===== src/rtl/ddr4_seq_pkg.sv =====
// Shared types and pin-encoding constants for the DDR4 command sequencer.
// Refresh states are present only when DDR4_SEQ_REFRESH_EN is defined.
package ddr4_seq_pkg;

  localparam int TMR_W   = 16;
  localparam int RAS_BIT = 16;
  localparam int CAS_BIT = 15;
  localparam int WE_BIT  = 14;
  localparam int A10_BIT = 10;

  typedef enum logic [2:0] {
    CMD_DES,
    CMD_ACT,
    CMD_RD,
    CMD_WR,
    CMD_PRE,
    CMD_PREA,
    CMD_REF
  } cmd_t;

  typedef enum logic [2:0] {
    S_IDLE,
    S_LOOKUP,
    S_PRE,
    S_ACT,
    S_RW
`ifdef DDR4_SEQ_REFRESH_EN
    ,
    S_REF_PREA,
    S_REF,
    S_REF_WAIT
`endif
  } state_t;

  function automatic logic [TMR_W-1:0] dec_sat(input logic [TMR_W-1:0] t);
    return (t == '0) ? t : t - TMR_W'(1);
  endfunction

endpackage


===== src/rtl/ddr4_bank_table.sv =====
// Open-row tracker: one {open, row} entry per bank, combinational lookup,
// synchronous update on ACT/PRE (and PREA when DDR4_SEQ_REFRESH_EN is defined).
module ddr4_bank_table
  import ddr4_seq_pkg::*;
#(
  parameter int ADDRWIDTH = 17,
  parameter int BGWIDTH   = 2,
  parameter int BAWIDTH   = 2
) (
  input  logic                 clk,
  input  logic                 rst,
  input  logic [BGWIDTH-1:0]   lk_bg,
  input  logic [BAWIDTH-1:0]   lk_ba,
  input  logic [ADDRWIDTH-1:0] lk_row,
  output logic                 lk_open,
  output logic                 lk_hit,
`ifdef DDR4_SEQ_REFRESH_EN
  output logic                 any_open,
  input  logic                 prea_en,
`endif
  input  logic                 act_en,
  input  logic                 pre_en,
  input  logic [BGWIDTH-1:0]   upd_bg,
  input  logic [BAWIDTH-1:0]   upd_ba,
  input  logic [ADDRWIDTH-1:0] upd_row
);

  localparam int IW = BGWIDTH + BAWIDTH;
  localparam int NB = 2 ** IW;

  logic [NB-1:0]        open_q;
  logic [ADDRWIDTH-1:0] row_q [NB];
  logic [IW-1:0]        lk_idx;
  logic [IW-1:0]        upd_idx;

  assign lk_idx  = {lk_bg, lk_ba};
  assign upd_idx = {upd_bg, upd_ba};
  assign lk_open = open_q[lk_idx];
  assign lk_hit  = open_q[lk_idx] && (row_q[lk_idx] == lk_row);

`ifdef DDR4_SEQ_REFRESH_EN
  assign any_open = |open_q;
`endif

  always_ff @(posedge clk) begin
    if (rst) begin
      open_q <= '0;
    end else begin
      if (act_en) open_q[upd_idx] <= 1'b1;
      if (pre_en) open_q[upd_idx] <= 1'b0;
`ifdef DDR4_SEQ_REFRESH_EN
      if (prea_en) open_q <= '0;
`endif
    end
  end

  // NOTE: row storage has no reset; an entry is only trusted while its open bit is set.
  always_ff @(posedge clk) begin
    if (!rst && act_en) row_q[upd_idx] <= upd_row;
  end

endmodule


===== src/rtl/ddr4_cmd_sequencer.sv =====
// Turns single read/write requests into DDR4 ACT/RD/WR/PRE pin sequences with an
// open-page policy. Define DDR4_SEQ_REFRESH_EN to add periodic PREA/REF refresh.
module ddr4_cmd_sequencer
  import ddr4_seq_pkg::*;
#(
  parameter int ADDRWIDTH = 17,
  parameter int COLWIDTH  = 10,
  parameter int BGWIDTH   = 2,
  parameter int BAWIDTH   = 2,
  parameter int TRCD      = 4,
  parameter int TRP       = 4,
  parameter int TCCD      = 4,
  parameter int TRFC      = 32,
  parameter int TREFI     = 1560
) (
  input  logic                 clk,
  input  logic                 rst,
  input  logic                 req_valid,
  output logic                 req_ready,
  input  logic                 req_write,
  input  logic [BGWIDTH-1:0]   req_bg,
  input  logic [BAWIDTH-1:0]   req_ba,
  input  logic [ADDRWIDTH-1:0] req_row,
  input  logic [COLWIDTH-1:0]  req_col,
  input  logic                 stall,
  output logic                 cke,
  output logic                 cs_n,
  output logic                 act_n,
  output logic [ADDRWIDTH-1:0] addr,
  output logic [BGWIDTH-1:0]   bg,
  output logic [BAWIDTH-1:0]   ba,
  output logic                 rd_issue,
  output logic                 wr_issue
);

  state_t               state;
  cmd_t                 cmd;
  logic                 write_q;
  logic [BGWIDTH-1:0]   bg_q;
  logic [BAWIDTH-1:0]   ba_q;
  logic [ADDRWIDTH-1:0] row_q;
  logic [COLWIDTH-1:0]  col_q;
  logic [TMR_W-1:0]     trcd_tmr, trp_tmr, tccd_tmr;
  logic                 lk_open, lk_hit;
  logic                 cs_n_d, act_n_d;
  logic [ADDRWIDTH-1:0] addr_d;
  logic [BGWIDTH-1:0]   bg_d;
  logic [BAWIDTH-1:0]   ba_d;

`ifdef DDR4_SEQ_REFRESH_EN
  logic [TMR_W-1:0]     trfc_tmr, refi_tmr;
  logic                 refresh_pending;
  logic                 any_open;
`endif

  ddr4_bank_table #(
    .ADDRWIDTH(ADDRWIDTH),
    .BGWIDTH  (BGWIDTH),
    .BAWIDTH  (BAWIDTH)
  ) u_bank_table (
    .clk     (clk),
    .rst     (rst),
    .lk_bg   (bg_q),
    .lk_ba   (ba_q),
    .lk_row  (row_q),
    .lk_open (lk_open),
    .lk_hit  (lk_hit),
`ifdef DDR4_SEQ_REFRESH_EN
    .any_open(any_open),
    .prea_en (cmd == CMD_PREA),
`endif
    .act_en  (cmd == CMD_ACT),
    .pre_en  (cmd == CMD_PRE),
    .upd_bg  (bg_q),
    .upd_ba  (ba_q),
    .upd_row (row_q)
  );

  // Command issued at the coming edge; the pins show it for the following cycle.
  // NOTE: every always_comb output gets a default first so no latch is inferred.
  always_comb begin
    cmd = CMD_DES;
    if (!stall) begin
      case (state)
        S_PRE:      if (trcd_tmr == '0) cmd = CMD_PRE;
        S_ACT:      if (trp_tmr == '0) cmd = CMD_ACT;
        S_RW:       if (trcd_tmr == '0 && tccd_tmr == '0) cmd = write_q ? CMD_WR : CMD_RD;
`ifdef DDR4_SEQ_REFRESH_EN
        S_REF_PREA: if (trp_tmr == '0 && trcd_tmr == '0 && any_open) cmd = CMD_PREA;
        S_REF:      if (trp_tmr == '0) cmd = CMD_REF;
`endif
        default:    cmd = CMD_DES;
      endcase
    end
  end

  always_comb begin
    cs_n_d  = (cmd == CMD_DES);
    act_n_d = (cmd != CMD_ACT);
    addr_d  = '0;
    bg_d    = '0;
    ba_d    = '0;
    case (cmd)
      CMD_ACT: begin
        addr_d = row_q;
        bg_d   = bg_q;
        ba_d   = ba_q;
      end
      CMD_RD, CMD_WR: begin
        addr_d[COLWIDTH-1:0] = col_q;
        addr_d[RAS_BIT]      = 1'b1;
        addr_d[WE_BIT]       = (cmd == CMD_RD);
        bg_d                 = bg_q;
        ba_d                 = ba_q;
      end
      CMD_PRE: begin
        addr_d[CAS_BIT] = 1'b1;
        bg_d            = bg_q;
        ba_d            = ba_q;
      end
      CMD_PREA: begin
        addr_d[CAS_BIT] = 1'b1;
        addr_d[A10_BIT] = 1'b1;
      end
      CMD_REF:  addr_d[WE_BIT] = 1'b1;
      default:  ;
    endcase
  end

  // NOTE: sequential state uses non-blocking assignments only; later assignments
  // in this block deliberately override the default timer countdown.
  always_ff @(posedge clk) begin
    if (rst) begin
      state     <= S_IDLE;
      req_ready <= 1'b0;
      cke       <= 1'b0;
      cs_n      <= 1'b1;
      act_n     <= 1'b1;
      addr      <= '0;
      bg        <= '0;
      ba        <= '0;
      rd_issue  <= 1'b0;
      wr_issue  <= 1'b0;
      trcd_tmr  <= '0;
      trp_tmr   <= '0;
      tccd_tmr  <= '0;
      write_q   <= 1'b0;
      bg_q      <= '0;
      ba_q      <= '0;
      row_q     <= '0;
      col_q     <= '0;
`ifdef DDR4_SEQ_REFRESH_EN
      trfc_tmr        <= '0;
      refi_tmr        <= TMR_W'(TREFI - 1);
      refresh_pending <= 1'b0;
`endif
    end else begin
      cke      <= 1'b1;
      cs_n     <= cs_n_d;
      act_n    <= act_n_d;
      addr     <= addr_d;
      bg       <= bg_d;
      ba       <= ba_d;
      rd_issue <= (cmd == CMD_RD);
      wr_issue <= (cmd == CMD_WR);
      trcd_tmr <= dec_sat(trcd_tmr);
      trp_tmr  <= dec_sat(trp_tmr);
      tccd_tmr <= dec_sat(tccd_tmr);
`ifdef DDR4_SEQ_REFRESH_EN
      trfc_tmr <= dec_sat(trfc_tmr);
`endif

      case (state)
        S_IDLE: begin
          if (req_valid && req_ready) begin
            write_q   <= req_write;
            bg_q      <= req_bg;
            ba_q      <= req_ba;
            row_q     <= req_row;
            col_q     <= req_col;
            req_ready <= 1'b0;
            state     <= S_LOOKUP;
          end
`ifdef DDR4_SEQ_REFRESH_EN
          else if (refresh_pending) begin
            req_ready <= 1'b0;
            state     <= S_REF_PREA;
          end
`endif
          else begin
            req_ready <= 1'b1;
          end
        end
        S_LOOKUP: state <= !lk_open ? S_ACT : (lk_hit ? S_RW : S_PRE);
        S_PRE: begin
          if (cmd == CMD_PRE) begin
            trp_tmr <= TMR_W'(TRP - 1);
            state   <= S_ACT;
          end
        end
        S_ACT: begin
          if (cmd == CMD_ACT) begin
            trcd_tmr <= TMR_W'(TRCD - 1);
            state    <= S_RW;
          end
        end
        S_RW: begin
          if (cmd == CMD_RD || cmd == CMD_WR) begin
            tccd_tmr  <= TMR_W'(TCCD - 1);
            state     <= S_IDLE;
`ifdef DDR4_SEQ_REFRESH_EN
            req_ready <= !refresh_pending;
`else
            req_ready <= 1'b1;
`endif
          end
        end
`ifdef DDR4_SEQ_REFRESH_EN
        // With every bank already closed the PREA is skipped and REF follows directly.
        S_REF_PREA: begin
          if (!stall && trp_tmr == '0 && trcd_tmr == '0) begin
            if (any_open) trp_tmr <= TMR_W'(TRP - 1);
            state <= S_REF;
          end
        end
        S_REF: begin
          if (cmd == CMD_REF) begin
            trfc_tmr <= TMR_W'(TRFC - 1);
            state    <= S_REF_WAIT;
          end
        end
        S_REF_WAIT: begin
          if (trfc_tmr == '0) begin
            refresh_pending <= 1'b0;
            req_ready       <= 1'b1;
            state           <= S_IDLE;
          end
        end
`endif
        default: state <= S_IDLE;
      endcase

`ifdef DDR4_SEQ_REFRESH_EN
      if (refi_tmr == '0) begin
        refi_tmr        <= TMR_W'(TREFI - 1);
        refresh_pending <= 1'b1;
      end else begin
        refi_tmr <= refi_tmr - TMR_W'(1);
      end
`endif
    end
  end

endmodule


===== config.mk =====
export PLATFORM = sky130hd
export DESIGN_NAME = ddr4_cmd_sequencer
export DESIGN_NICKNAME = d
export VERILOG_FILES = /design/src/rtl/ddr4_seq_pkg.sv /design/src/rtl/ddr4_bank_table.sv /design/src/rtl/ddr4_cmd_sequencer.sv
export SDC_FILE = /design/constraint.sdc
export NUM_CORES = 1
export LEC_CHECK = 0
export BUFFER_PORTS_ARGS = -buffer_cell sky130_fd_sc_hd__buf_2
export CAP_MARGIN = 20
export CORE_ASPECT_RATIO = 2
export CORE_MARGIN = 1.5
export CORE_UTILIZATION = 35
export CTS_CLUSTER_DIAMETER = 60
export DETAILED_ROUTE_END_ITERATION = 16
export GPL_TIMING_DRIVEN = 1
export MAX_ROUTING_LAYER = met4
export PLACE_DENSITY_LB_ADDON = 0.25
export SLEW_MARGIN = 20
export SYNTH_ARGS = -nofsm -noshare
export SYNTH_HDL_FRONTEND = slang
export SYNTH_SLANG_ARGS = --single-unit

===== constraint.sdc =====
create_clock -name clk -period 8.95 [get_ports clk]
set_input_delay 0.895 -clock clk [delete_from_list [all_inputs] [get_ports clk]]
set_output_delay 0.895 -clock clk [all_outputs]
set_load 0.005 [all_outputs]

==> metrics.txt <==
max-slew headroom at the worst pin=25.8%; worst clock skew on the final layout=22.9 ps; routed length per instance=23.7 um; netlist area before placement=15,900 um^2; worst ir drop on vdd=approximately 0.00018 V; worst hold path cell count=2; n_diodes=0; post-layout instance count excluding filler cells=approximately 1,700; Critical Path Start=trp_tmr[7]; number of synthesized flops with an enable pin=about 270; slew at the pin with the worst max-slew slack=1100 ps; depth of the worst register-to-register path=8; total area of multi-input combinational cells=4920 um^2; maximum clock path buffer count=3; setup repair after global routing missed its margin=no; reg-to-reg critical path endpoint=u_bank_table.row_q[7][1]; number of setup violations in the final report=0; Num Clock Sinks=402; combinational fraction of design power=18.6%; wire length of the first global-routing pass=slightly above 60,000 um; cell at the root of the clock tree=clkbuf_16; final HPWL from detailed placement=28,700 um; critical setup path kind=flop to flop; startpoint of the worst hold path=col_q[3]; count of pins on the block boundary=between 60 and 70; number of rows in the core area=between 100 and 150; 1st-iter DRT viols=~630; via count of the first global-routing pass=9,607; aggregate global routing overflow=0; highest achievable clock rate=around 250 MHz; number of nets in the layout=1,193; overall die height=approximately 300 um; average cell area after synthesis=14.7 um^2; worst path required time=9100 ps; antenna violations before repair=0; Worst Setup Start Kind=flop; static leakage=6.14 nW; crit end category=flop; cell type with the largest total area after synthesis=edfxtp_1; FFs w/ async S/R, synth=0%; status=finished, final reports clean; portion of total power attributed to the clock network=32.8%; Worst Path Max Fanout=19; DR vias=9,161; launch instance of the worst register-to-register path=trp_tmr[7]; drt total wl=41,200 um; fin crit share=44.9%; placeable core region=45,000 um^2; Final Hold Viols=0; count of buffers from port buffering=62; post-CTS setup buffer count=0; CTS Hold Buffers Added=0; number of levels the H-tree was split into=2; share of the synthesized area in the top cell type=51.2%; routability congestion estimate from global placement=0.837; Sw Ratio=28.2%; count of placed standard cells including taps=between 1,500 and 2,000; sequential cell area=10,800 um^2; P&R area growth vs syn=13.4%; Fill cells=4,095; smallest setup slack after layout=4930 ps; min Tclk post-route=4020 ps; max-cap violation count=0; clock latency on the worst-skew pair=approximately 540 ps; synthesized flop and latch total=between 400 and 500; total power density per cell area=252 nW/um^2; count of nets left with antenna violations after detail routing=0; Switching Power=0.00128 W; mean number of vias per cell=5.26; total nets after synthesis=1,121; Final Util=40.2%; Total Die Area=around 47,000 um^2; overall fraction of global-route tracks in use=18.3%; initial standard-cell utilization of the core=35.4%; final-report max-slew violation count=0; pin count of the biggest net entering global routing=between 60 and 70; primary flip-flop cell chosen by synthesis mapping=edfxtp_1; worst hold path class=flop to flop; remaining design rule violation count=0; TritonCTS clock tree=built; die boundary width=154 um; Gates resized, CTS repair=0; Place WS=4850 ps; crit path DAT=4170 ps; largest cells by area after synthesis=edfxtp_1 (51%), dfxtp_1 (16%), mux4_2 (9.5%); synth unique cells=64; Seq pwr share=between 40% and 50%; CTS clock-pin slew for the worst setup and hold paths=70 ps; sequential share of the synthesized area=67.5%; internal portion of total power=0.00327 W; TritonCTS buffer count=34; internal reg-to-reg setup slack=approximately 4900 ps; Power, Total=0.00455 W; share of cells above drive strength 1=19.9%; Hold Path Sink=col_q[3]; gate count after technology mapping=about 1,100; setup_tns=0 ps; Yosys warning count=0; Pre-antenna DRT Iters=5
==> layout make-up <==
class	count	share of cell area (%)
clock buffer	45	5.30
timing repair buffer	89	2.84
inverter	18	0.388
sequential	402	59.6
multi-input combinational	609	27.2
tap	560	3.88
clock inverter	17	0.761
==> layer usage <==
metal / vias to the layer above / GRT usage [%] / routed length (um) / part of all wire [%]
met5: - / - / 0 / 0
met1: 4647 / 18.5 / 14600 / 35
met3: 78 / 1.71 / 1300 / 3.2
met2: 202 / 34.5 / 23100 / 56
met4: 0 / 9.71 / 2180 / 5.3
li1: 4234 / - / - / -
==> layout by cell type, fill, tap and decap left out, types with 4 or more instances in the layout <==
cell type,instances
buf_4,27
clkbuf_16,37
nor3_1,26
mux2i_1,39
nor3_4,7
nand2_1,93
nand3_1,10
o21ai_0,20
xnor2_1,38
edfxtp_1,272
a22o_1,15
xor2_1,18
a22oi_1,6
clkinv_1,5
and2b_1,5
nor2b_1,7
nor2_1,69
a211oi_1,17
clkbuf_1,6
nand4_1,9
clkinv_2,7
and2_1,9
inv_1,15
nor4_1,9
a21oi_1,71
or3_1,13
nand2b_1,7
mux4_2,67
dfxtp_1,127
buf_2,62
and3_1,4
==> sequential cells by signal, summed over array words and instances, names as in the netlist, named ones only <==
signal and cells:
u_bank_table.row_q 272, addr 17, row_q 17, tccd_tmr 16, trcd_tmr 16, trp_tmr 16
u_bank_table.open_q 16, col_q 10, state 3, ba 2, ba_q 2, bg 2
bg_q 2, act_n 1, cke 1, cs_n 1, rd_issue 1, req_ready 1
wr_issue 1, write_q 1
==> worst max-delay path, cell delays in order, from the launching register on <==
cell and delay [ps]:
dfxtp_1 350, or4_4 560, or3_4 360, nand3b_4 230, or3_1 400, or2_1 340
nor2_8 280, inv_4 200, nor3_4 890
==> cell families (layout without fill, tap and decap cells) <==
kind of cell | after synthesis | in the layout | share of synthesized area [%]
buffers and inverters | 71 | 169 | 1.94
multiplexers | 108 | 108 | 12.1
AND/OR/NAND/NOR | 292 | 292 | 9.31
XOR/XNOR | 56 | 56 | 3.08
AO/OA/AOI/OAI | 150 | 150 | 5.85
adder cells (fa/ha/maj) | 3 | 3 | 0.235
flip-flops | 402 | 402 | 67.5
==> power by group through the flow <==
stage          clock (W)  sequential (W)  combinational, W
2_1_floorplan          0         0.00223          0.000622
3_3_place_gp           0         0.00225          0.000841
3_5_place_dp           0         0.00225          0.000851
4_1_cts          0.00152         0.00221          0.000857
5_1_grt          0.00158         0.00223          0.000933
6_report         0.00149         0.00221          0.000846
==> per-stage QoR <==
| step | instance area [um^2] | hold WS (ps) |
|---|---|---|
| 2_1_floorplan | 15900 | 436 |
| 3_3_place_gp | 17000 | 445 |
| 3_5_place_dp | 17000 | 447 |
| 4_1_cts | 18100 | 456 |
| 5_1_grt | 18100 | 473 |
| 6_report | 18100 | 455 |
==> cell usage after synthesis (3+ instances only) <==
cell type	instances
inv_1	14
nor2b_1	10
xnor2_1	38
clkbuf_1	32
xor2_1	18
a22o_1	15
ha_1	3
buf_2	14
a211oi_1	17
nand4_1	9
nand2_1	93
dfxtp_1	130
or4_1	3
buf_1	4
nand2b_1	7
or3_1	13
a21oi_1	71
and2_1	9
edfxtp_1	272
nor3_1	28
o21ai_0	20
nor3b_1	3
nor4_1	9
a22oi_1	6
nor3_2	6
and2b_1	5
o31ai_1	3
mux2i_1	39
nand3_1	10
and3_1	4
nor2_1	69
mux4_2	67
==> worst max path at each step <==
stage | end | slack (ps) | cells past startpoint
after floorplan | u_bank_table.row_q[14][0] | 4940 | 9
after global placement | u_bank_table.row_q[1][5] | 4930 | 8
after detailed placement | u_bank_table.row_q[2][3] | 4850 | 8
after CTS | u_bank_table.row_q[7][14] | 4840 | 8
after global routing | u_bank_table.row_q[3][4] | 4720 | 8
final | u_bank_table.row_q[7][1] | 4930 | 8
Note: power is estimated with default switching activity, not from simulation.
